--- src/rtl/adder_share_arbiter.sv ---
// prefix_adder: Kogge-Stone adder, sum plus carry-out.
// Latency: combinational.
// Backpressure: none; pure datapath.
module prefix_adder #(
   parameter int WIDTH = 32
) (
   input  logic [WIDTH-1:0] a,
   input  logic [WIDTH-1:0] b,
   output logic [WIDTH-1:0] sum_stage,
   output logic             carry_bka
);
   localparam int LVLS = $clog2(WIDTH);

   logic [WIDTH-1:0] g [LVLS+1];
   logic [WIDTH-1:0] p [LVLS+1];

   // Level l combines each bit's (g,p) with the pair 2^l positions below it.
   always_comb begin
      g[0] = a & b;
      p[0] = a ^ b;
      for (int l = 0; l < LVLS; l++) begin
         g[l+1] = g[l];
         p[l+1] = p[l];
         for (int i = (1 << l); i < WIDTH; i++) begin
            g[l+1][i] = g[l][i] | (p[l][i] & g[l][i-(1 << l)]);
            p[l+1][i] = p[l][i] & p[l][i-(1 << l)];
         end
      end
   end

   assign sum_stage = p[0] ^ {g[LVLS][WIDTH-2:0], 1'b0};
   assign carry_bka = g[LVLS][WIDTH-1];
endmodule

// adder_share_arbiter: round-robin share of one prefix_adder across NUM_REQ requesters.
// Latency: 1 cycle from accept to rsp_valid; 1 result per cycle while drained.
// Backpressure: single-entry response slot; all req_ready low while slot full and undrained.
module adder_share_arbiter #(
   parameter int ADDER_WIDTH = 32,
   parameter int NUM_REQ     = 4,
   parameter int ID_W        = $clog2(NUM_REQ)
) (
   input  logic                           clk,
   input  logic                           rst_n,
   input  logic [NUM_REQ-1:0]             req_valid,
   output logic [NUM_REQ-1:0]             req_ready,
   input  logic [NUM_REQ*ADDER_WIDTH-1:0] req_operand_a,
   input  logic [NUM_REQ*ADDER_WIDTH-1:0] req_operand_b,
   output logic                           rsp_valid,
   input  logic                           rsp_ready,
   output logic [ADDER_WIDTH:0]           rsp_sum,
   output logic [ID_W-1:0]                rsp_id,
   output logic [15:0]                    stall_count
);
   typedef enum logic {EMPTY, FULL} slot_state_t;

   localparam logic [ID_W:0]   NUM_REQ_L = (ID_W+1)'(NUM_REQ);
   localparam logic [ID_W-1:0] LAST_ID   = ID_W'(NUM_REQ - 1);

   slot_state_t            state, state_nxt;
   logic [ID_W-1:0]        rr_ptr;
   logic [ID_W-1:0]        winner;
   logic                   win_vld;
   logic [ID_W:0]          scan_idx;
   logic                   slot_free;
   logic                   accept;
   logic [ADDER_WIDTH-1:0] op_a, op_b;
   logic [ADDER_WIDTH-1:0] sum_stage;
   logic                   carry_bka;

   assign rsp_valid = (state == FULL);
   assign slot_free = !rsp_valid || rsp_ready;
   assign accept    = rst_n && slot_free && win_vld;

   // First valid requester at or after rr_ptr, wrapping modulo NUM_REQ.
   always_comb begin
      winner   = '0;
      win_vld  = 1'b0;
      scan_idx = '0;
      for (int k = 0; k < NUM_REQ; k++) begin
         scan_idx = {1'b0, rr_ptr} + (ID_W+1)'(k);
         if (scan_idx >= NUM_REQ_L)
            scan_idx = scan_idx - NUM_REQ_L;
         if (!win_vld && req_valid[scan_idx[ID_W-1:0]]) begin
            winner  = scan_idx[ID_W-1:0];
            win_vld = 1'b1;
         end
      end
   end

   always_comb begin
      req_ready = '0;
      if (accept)
         req_ready[winner] = 1'b1;
   end

   assign op_a = req_operand_a[int'(winner)*ADDER_WIDTH +: ADDER_WIDTH];
   assign op_b = req_operand_b[int'(winner)*ADDER_WIDTH +: ADDER_WIDTH];

   prefix_adder #(.WIDTH(ADDER_WIDTH)) u_adder (
      .a         (op_a),
      .b         (op_b),
      .sum_stage (sum_stage),
      .carry_bka (carry_bka)
   );

   always_comb begin
      state_nxt = state;
      case (state)
         EMPTY:   if (accept) state_nxt = FULL;
         FULL:    if (rsp_ready && !accept) state_nxt = EMPTY;
         default: state_nxt = EMPTY;
      endcase
   end

   always_ff @(posedge clk) begin
      if (!rst_n) begin
         state       <= EMPTY;
         rsp_sum     <= '0;
         rsp_id      <= '0;
         rr_ptr      <= '0;
         stall_count <= '0;
      end else begin
         state <= state_nxt;
         if (accept) begin
            rsp_sum <= {carry_bka, sum_stage};
            rsp_id  <= winner;
            rr_ptr  <= (winner == LAST_ID) ? '0 : winner + 1'b1;
         end
         if (rsp_valid && !rsp_ready && stall_count != 16'hFFFF)
            stall_count <= stall_count + 16'd1;
      end
   end
endmodule

--- config.mk ---
export PLATFORM = sky130hd
export DESIGN_NAME = adder_share_arbiter
export DESIGN_NICKNAME = d
export VERILOG_FILES = /design/src/rtl/adder_share_arbiter.sv
export SDC_FILE = /design/constraint.sdc
export NUM_CORES = 1
export LEC_CHECK = 0
export CORE_AREA = 2 2 126 128
export DETAILED_ROUTE_END_ITERATION = 16
export DIE_AREA = 0 0 128 130
export DONT_BUFFER_PORTS = 1
export PLACE_DENSITY = 0.67
export SYNTH_ARGS = -nofsm -noshare
export SYNTH_HDL_FRONTEND = slang
export SYNTH_HIERARCHICAL = 1
export SYNTH_SLANG_ARGS = --single-unit
export TNS_END_PERCENT = 1
--- constraint.sdc ---
create_clock -name clk -period 4.65 [get_ports clk]
set_clock_uncertainty 0.05 [all_clocks]
set_input_delay 0.93 -clock clk [delete_from_list [all_inputs] [get_ports clk]]
set_output_delay 0.93 -clock clk [all_outputs]
set_load 0.03 [all_outputs]
# After elaboration in Yosys (flattened, before gate mapping)
# Index checks and enable logic that the tools add are counted.
# classes
add_sub_neg	9
magnitude_cmp	10
eq_ne	2
shift	2
mux	27
bitwise	360
reduce_logical	16
# op_table
op	count
$shiftx A128 B8 Y32	2
$and A1 B1 Y1	227
$or A1 B1 Y1	129
$xor A32 B32 Y32	2
$and A32 B32 Y32	1
$mux W2	9
$add A16 B1 Y16 const B	1
$ne A16 B16 Y1 const B	1
$lt A2 B3 Y1 const B	5
$mux W1	11
$ge A3 B3 Y1 const B	3
$logic_and A1 B1 Y1	9
$bmux W1 S2	4
$sub A2 B1 Y2 const B	4
$add A2 B2 Y3 const B	2
$logic_not A1 Y1	6
$mux W4	1
$add A2 B1 Y3 const B	1
$ge A2 B3 Y1 const B	1
$add A2 B1 Y2 const B	1
$demux W1 S2	1
$eq A2 B2 Y1 const B	1
$ge A2 B1 Y1 const B	1
$pmux W1 S2	1
2 further kinds	2
# totals
register_bits	54
output_inout_bits	56
word_cells	431

# Longest topological paths before layout
# Gate-level depths: netlist of run 1.
# depth
ltp_word	26
depth_mapped	18
depth_no_buf	15

# Hierarchy
# The synthesis of run 1 kept the hierarchy.
# by_module_without_submodules
mod	n_inst	cells_per_inst	area_per_inst_um2
adder_share_arbiter	1	484	4426.7
prefix_adder	1	274	1894.3

# Worst setup path before layout of run 1
# OpenSTA, ideal clock, no wires.
# synth_path
path_kind	input port to flip-flop
start	in req_valid[2]
end	reg rsp_sum[30]
setup_time_ns	0.113
arrival_time_ns	3.999
required_ns	4.487
path_slack_ns	0.489
path_stages	18
path_buffers	3
cell_sequence	or2b_1 > nand2b_1 > o22a_1 > buf_6 > buf_12 > buf_12 > mux2i_1 > mux2i_1 > ha_1 > fa_1 > a21o_1 > a221oi_2 > or4_4 > a211oi_4 > nor4b_1 > and4bb_2 > nand2_1 > nand2_1
# synth_via
word_cells_on_any_way	111
cone_classes	shift (2); mux (16); bitwise (86); reduce/logical (7)
# synth_rtl
item	line_no	text
from (decl)	45	input logic [NUM_REQ-1:0] req_valid,
$bmux W1 S2	84	if (!win_vld && req_valid[scan_idx[ID_W-1:0]]) begin
$mux W1 (implied by the code)	84	
$mux W1	84	
$logic_not A1 Y1	84	
$logic_and A1 B1 Y1	84	
$mux W1	84	
$logic_not A1 Y1	84	
$logic_and A1 B1 Y1	84	
(+5 left out)	--	
via op_a[0]	67	logic [ADDER_WIDTH-1:0] op_a, op_b;
(+3 left out)	--	
$and A1 B1 Y1 *	25	g[l+1][i] = g[l][i] | (p[l][i] & g[l][i-(1 << l)]);
$or A1 B1 Y1 *	25	
$and A1 B1 Y1 *	25	
$or A1 B1 Y1 *	25	
$and A1 B1 Y1 *	25	
$or A1 B1 Y1 *	25	
$xor A32 B32 Y32 *	31	assign sum_stage = p[0] ^ {g[LVLS][WIDTH-2:0], 1'b0};
via sum_stage[30]	68	logic [ADDER_WIDTH-1:0] sum_stage;
to (signal assigned)	126	rsp_sum <= {carry_bka, sum_stage};
to (decl)	51	output logic [ADDER_WIDTH:0] rsp_sum,
# Mark *: on every way through the listed nets, which the timed path passes. The rest lies on a longest branch. The select of a mux whose other input is x is not followed.
# A chain may end at the register's enable or synchronous reset.

# Worst setup path in the final report of run 1
# layout_path
start	in req_valid[0]
end	reg rsp_sum[24]
# layout_via
word_cells_on_any_way	93
cone_classes	shift (2); mux (16); bitwise (68); reduce/logical (7)
# layout_rtl
item	line_no
$bmux W1 S2	84
$mux W1 (implied by the code)	84
$mux W1	84
$logic_not A1 Y1	84
$logic_and A1 B1 Y1	84
$mux W1	84
$logic_not A1 Y1	84
$logic_and A1 B1 Y1	84
(+5 left out)	--
via op_b[15]	67
(+2 left out)	--
$or A1 B1 Y1 (tied with other cells)	25
$or A1 B1 Y1 / $and A1 B1 Y1 (equally long branches)	25
$or A1 B1 Y1	25
$and A1 B1 Y1	25
$or A1 B1 Y1	25
$or A1 B1 Y1 *	25
$xor A32 B32 Y32 *	31
via sum_stage[24]	68
# Marked as above.

==> results of run 1 <==
[flip-flops by register name, summed over array words and instances, names as in the netlist]
register	flops
rsp_valid	1
stall_count	16
rsp_id	2
rr_ptr	2
rsp_sum	33
[how the worst max path moves through the flow]
stage            startpoint     endpoint
2_1_floorplan  req_valid[2]  rsp_sum[30]
3_3_place_gp   req_valid[2]  rsp_sum[27]
3_5_place_dp   req_valid[2]  rsp_sum[27]
4_1_cts        req_valid[2]  rsp_sum[27]
5_1_grt        req_valid[2]  rsp_sum[24]
6_report       req_valid[0]  rsp_sum[24]
[layout by cell type (no fill, tap or decap), drive strengths merged, types with 4 or more instances in the layout]
master,n
a31oi,8
nand2b,5
nor3,8
o21a,4
a211oi,9
buf,48
diode,4
xnor2,24
xor2,12
o21bai,4
mux2i,194
and3,7
nand4,11
dfxtp,54
o21ai,24
inv,15
nand3,47
nand2,105
nor2b,5
clkbuf,5
o211ai,9
nor2,34
ha,34
a21oi,39
a21o,9
o2111ai,4
[worst max-delay path, stage by stage]
cell	delay, ps
nor2b_1	130
or3_4	390
a21oi_4	370
buf_12	290
buf_4	250
mux2i_1	220
ha_1	340
a21oi_1	280
nor3_1	100
o21ai_0	260
nand2b_1	190
o2111a_1	280
a311oi_1	240
nand2_1	90
nand2_1	60
[final cells by class]
class,instances,area share
repair buffers,48,0.0607
diodes,4,0.00148
well taps,192,0.0355
inverters,13,0.00722
clock inverters,3,0.00703
clock buffers,5,0.0185
flip-flops and latches,54,0.160
multi-input cells,644,0.710
[power breakdown]
part / internal [mW] / switching (mW)
registers: 0.593 / 0.351
clock network: 0.258 / 0.178
logic: 1.36 / 1.68
[timing repair]
item	4_1_cts	5_1_grt
resized for setup	0	0
setup endpoints to repair	0	6
hold endpoints to repair	0	0
buffers inserted	0	9
[cells in the mapped netlist, drive strengths merged (3+ instances only)]
cell / n
mux2i: 194
nand2: 105
dfxtp: 54
nand3: 47
a21oi: 39
ha: 34
nor2: 34
buf: 28
o21ai: 24
xnor2: 24
clkbuf: 20
inv: 13
xor2: 12
nand4: 11
a211oi: 9
a21o: 9
o211ai: 9
a31oi: 8
nor3: 8
and3: 7
nand2b: 5
nor2b: 5
o2111ai: 4
o21a: 4
o21bai: 4
nor3b: 3
nor4: 3
nor4b: 3
or4: 3
[routing by layer]
layer / vias to the layer above / wire length (um)
met5: - / 0
met4: 0 / 414
li1: 2819 / -
met2: 216 / 9640
met3: 19 / 1320
met1: 2654 / 7930
[metrics by stage]
| stage | area (um2) | power, mW | worst slack [ps] | instances |
|---|---|---|---|---|
| after floorplan | 6320 | 3.27 | 489 | 758 |
| after global placement | 6500 | 3.94 | -9.92 | 941 |
| after detailed placement | 6500 | 3.95 | -40.5 | 941 |
| after CTS | 6670 | 4.40 | 230 | 949 |
| after global routing | 6760 | 4.82 | 13.3 | 963 |
| final | 6760 | 4.42 | 373 | 963 |
[kinds of logic (layout without fill, tap and decap cells)]
logic type	Yosys count	in the layout	synth area share
fa+ha+maj	35	35	0.0705
simple gates	245	245	0.187
flops	54	54	0.171
buf+inv	61	69	0.0730
mux	194	194	0.307
other cells	0	4	0
compound gates	133	134	0.142
xor+xnor	36	36	0.0499
==> impl_metrics.py, run 1 <==
metrics = {
    "yosys": {
        "synth_top_area_frac": 0.307,
        "synth-edff-count": 0,
        "yosysWarnings": 6,
        "synth_area_leaders": "mux2i_1, dfxtp_1, ha_1, nand2_1, nand3_1",
        "ys_ff_latch": 54,
        "yosysSeqAreaShare": 0.171,
        "async_flop_share": 0,
        "syn_inst": 758,
        "yosysTopAreaCell": "mux2i_1",
        "synthesis.nets": 1056,
        "synth_ff_type": "dfxtp_1",
        "syn_area_mm2": 0.00632,
        "synth_cell_types": 70,
        "syn_area_per_cell_um2": 8.34,
    },
    "grt": {
        "top_usage_layer": "met2",
        "antenna_found_initial": 4,
        "met2_usage": 0.395,
        "grt_util_met3": 0.0533,
        "grt_use_met1": 0.253,
        "grt_pass1_wl_mm": 28.3,
        "grt_pass1_vias": 5409,
        "grt_max_degree": 43,
        "grt-ovfl-total": 0,
        "grt_usage": 0.216,
    },
    "worst_hold_path": {
        "whs_path_depth": 2,
        "worstHoldStart": "rr_ptr[0]",
        "min_to": "rr_ptr[0]",
        "hp-class": "flip-flop to flip-flop",
    },
    "timing": {
        "period_needed_ps": 4280,
        "slew_viol_final": 0,
        "grt_setup_unrepaired": "no",
        "timing.hold.ws_ps": 477,
        "tightestPinTransition_ps": 576,
        "fmax_ghz": 0.234,
        "final.setup.tns_ps": 0,
        "slew_headroom": 0.606,
        "setup_viol_count_final": 0,
        "fin_crit_sh": 0.920,
        "hold_viol_final": 0,
    },
    "drt": {
        "antenna_left": 0,
        "wl_mm": 19.3,
        "drtIter0Drc": 281,
        "vias": 5708,
        "routed_via_density": 5.93,
        "drc": 0,
        "wl_per_cell_um": 20.0,
        "drt_first_pass_iters": 4,
    },
    "floorplanning": {
        "die_width_um": 128,
        "die_h_um": 130,
        "ios": 319,
        "coreArea_mm2": 0.0154,
        "fp-row-count": 46,
        "start_util": 0.410,
        "die_area_mm2": 0.0166,
    },
    "finish": {
        "nets": 1064,
        "postLayoutCoreUtil": 0.438,
        "drive_gt1_frac": 0.0952,
        "multiInputGateArea_mm2": 0.00480,
        "seq_area_mm2": 0.00108,
        "syn_to_final_growth_pct": 6.95,
        "fill_cells": 1561,
    },
    "place": {
        "port_buffers": 0,
        "post-dp-hpwl_mm": 15.8,
        "gp_congestion": 0.911,
    },
    "setup_path": {
        "arrival_ps": 4460,
        "crit_path_end_kind": "flip-flop",
        "crit_required_ps": 4840,
        "r2r_cells": 15,
        "worstReg2RegStart": "rr_ptr[0]",
        "path_class": "input port to flip-flop",
        "cp_max_fo": 34,
        "worst_setup_path_start_kind": "input port",
        "regToRegSetupSlack_ps": 660,
        "crit-reg2reg-capture": "rsp_sum[24]",
    },
    "pwr": {
        "p_leak_nw": 2.94,
        "p_per_area_mw_per_mm2": 654,
        "peakVddDrop_v": 0.000274,
    },
    "clocking": {
        "ctsRootBufferMaster": "clkbuf_16",
        "numClockSinks": 54,
        "cts_made_buffers": 5,
        "clk_latency_ps": 290,
        "cts_hold_buf": 0,
        "tritoncts": "yes",
        "htree_levels": 2,
        "clk_pin_slew_ps": 80,
        "cts_buffer_depth": 2,
    },
    "run_status": {
        "status": "finished clean",
    },
    "job": {
        "cap_viol_max_count": 0,
    },
}
No activity file was read; power rests on OpenSTA's default activity.
==> inputs of run 2 (changes only) <==
- SKIP_CTS_REPAIR_TIMING: unset -> 1
==> results of run 2 <==
The final DEF is identical to that of run 1; final timing and power are the same.
==> inputs of run 3 (changes only) <==
- CTS_BUF_LIST: unset -> sky130_fd_sc_hd__clkbuf_2 sky130_fd_sc_hd__clkbuf_4 sky130_fd_sc_hd__clkbuf_8
- REMOVE_ABC_BUFFERS: unset -> 1
==> impl_metrics.py, run 3 (synthesis results as in run 1) <==
metrics = {
    "grt": {
        "antenna_found_initial": 0,
        "grt_pass1_vias": 5247,
        "grt_max_degree": 65,
        "grt-ovfl-total": 0,
        "grt_usage": 0.194,
        "grt_pass1_wl_mm": 26.4,
    },
    "clocking": {
        "clk_pin_slew_ps": 100,
        "numClockSinks": 54,
        "ctsRootBufferMaster": "clkbuf_8",
        "cts_made_buffers": 5,
        "cts_buffer_depth": 2,
        "htree_levels": 2,
        "clk_latency_ps": 310,
        "tritoncts": "yes",
    },
    "worst_hold_path": {
        "hp-class": "flip-flop to flip-flop",
        "min_to": "rr_ptr[0]",
        "worstHoldStart": "rr_ptr[0]",
        "whs_path_depth": 2,
    },
    "finish": {
        "drive_gt1_frac": 0.0673,
        "largest_register_ffs": 33,
        "nets": 1040,
        "largest-register": "rsp_sum",
        "fin_cells": 935,
        "reg_top3": "rsp_sum: 33 flops, stall_count: 16 flops",
        "diodes": 0,
        "final_common_cell": "mux2i_1",
        "mostFrequentLayoutCells": "mux2i_1, nand2_1, dfxtp_1",
        "syn_to_final_growth_pct": 3.25,
        "fill_cells": 1599,
    },
    "setup_path": {
        "path_class": "input port to flip-flop",
        "crit_path_end_kind": "flip-flop",
        "arrival_ps": 4350,
        "worstReg2RegStart": "rr_ptr[0]",
        "worst_setup_path_start_kind": "input port",
        "slowest_delay_ps": 550,
        "r2r_cells": 16,
        "slowest_stage": "or4_4",
        "crit_required_ps": 4810,
        "path_cells": "nor2b_2 -> a21boi_1 -> o22a_4 -> buf_12 -> buf_12 -> mux2i_1 -> mux2i_1 -> ha_1 -> and3_1 -> a221oi_2 -> or4_4 -> a211oi_4 -> o211ai_1 -> and4bb_2 -> nand2_1 -> nand2_1",
        "cp_max_fo": 39,
        "crit-reg2reg-capture": "rsp_sum[30]",
        "regToRegSetupSlack_ps": 720,
    },
    "floorplanning": {
        "ios": 319,
        "start_util": 0.410,
        "fp-row-count": 46,
        "die_area_mm2": 0.0166,
        "coreArea_mm2": 0.0154,
        "die_h_um": 130,
        "die_width_um": 128,
    },
    "timing": {
        "period_needed_ps": 4190,
        "fin_crit_sh": 0.902,
        "tightestPinTransition_ps": 574,
        "final.setup.tns_ps": 0,
        "slew_viol_final": 0,
        "fmax_ghz": 0.238,
        "setup_viol_count_final": 0,
        "grt_setup_unrepaired": "no",
        "hold_viol_final": 0,
        "slew_headroom": 0.617,
    },
    "drt": {
        "drt_first_pass_iters": 4,
        "wl_mm": 17.2,
        "drtIter0Drc": 244,
        "antenna_left": 0,
        "routed_via_density": 5.94,
        "drc": 0,
        "vias": 5552,
        "wl_per_cell_um": 18.4,
    },
    "pwr": {
        "peakVddDrop_v": 0.000259,
        "p_leak_nw": 2.80,
        "p_per_area_mw_per_mm2": 640,
    },
    "run_status": {
        "status": "finished clean",
    },
    "place": {
        "post-dp-hpwl_mm": 14.1,
        "port_buffers": 0,
        "gp_congestion": 0.838,
        "dp_cells": 927,
    },
    "job": {
        "cap_viol_max_count": 0,
    },
}
-- run 3: changes by cell type in the layout (fill, tap and decap cells not counted), sizes merged --
cell      delta
o22a         -1
inv          -2
clkbuf       +1
clkinvlp     +1
diode        -4
buf         -23
-- run 3: stage by stage --
step	area, um2	hold slack (ps)	utilization	worst slack (ps)	power [mW]
after detailed placement	6410	458	0.416	162	3.86
after CTS	6530	472	0.423	481	4.20
after global placement	6410	454	0.416	236	3.84
final	6530	475	0.423	455	4.17
after global routing	6530	521	0.423	184	4.57
after floorplan	5910	424	-	-3560	3.26
-- run 3: metal layers --
| metal | part of all wire | vias to the layer above | global-route usage | routed length (um) |
|---|---|---|---|---|
| li1 | - | 2757 | - | - |
| met1 | 0.43 | 2548 | 0.241 | 7340 |
| met2 | 0.50 | 228 | 0.356 | 8540 |
| met3 | 0.066 | 19 | 0.0381 | 1140 |
| met4 | 0.013 | 0 | 0.0304 | 219 |
| met5 | 0 | - | 0 | 0 |
-- run 3: worst max-delay path: cells and delay by family --
kind,cells,cell delay (ps)
AND/OR/NAND/NOR,6,1210
multiplexers,2,330
buffers and inverters,2,480
adder cells (fa/ha/maj),1,410
AO/OA/AOI/OAI,5,970
-- run 3: cell type report --
class / instances / area, um2 / area share
clock buffer: 6 / 76.3 / 0.0117
clock inverter: 2 / 37.5 / 0.00575
inverter: 13 / 48.8 / 0.00748
multi-input combinational: 643 / 4790 / 0.734
sequential: 54 / 1080 / 0.166
tap: 192 / 240 / 0.0368
timing repair buffer: 25 / 250 / 0.0383
-- run 3: worst max path at each step --
stage | start | end | slack [ps]
after floorplan | req_valid[2] | rsp_sum[30] | -3560
after global placement | req_valid[0] | rsp_sum[31] | 240
after detailed placement | req_valid[2] | rsp_sum[32] | 160
after CTS | req_valid[2] | rsp_sum[32] | 480
after global routing | req_valid[2] | rsp_sum[30] | 180
final | req_valid[2] | rsp_sum[30] | 460
-- run 3: power by group --
part           switching [mW]  total [mW]  internal [mW]
clock network           0.157       0.323          0.167
logic                    1.64        2.91           1.28
registers               0.344       0.937          0.592
total                    2.14        4.17           2.04
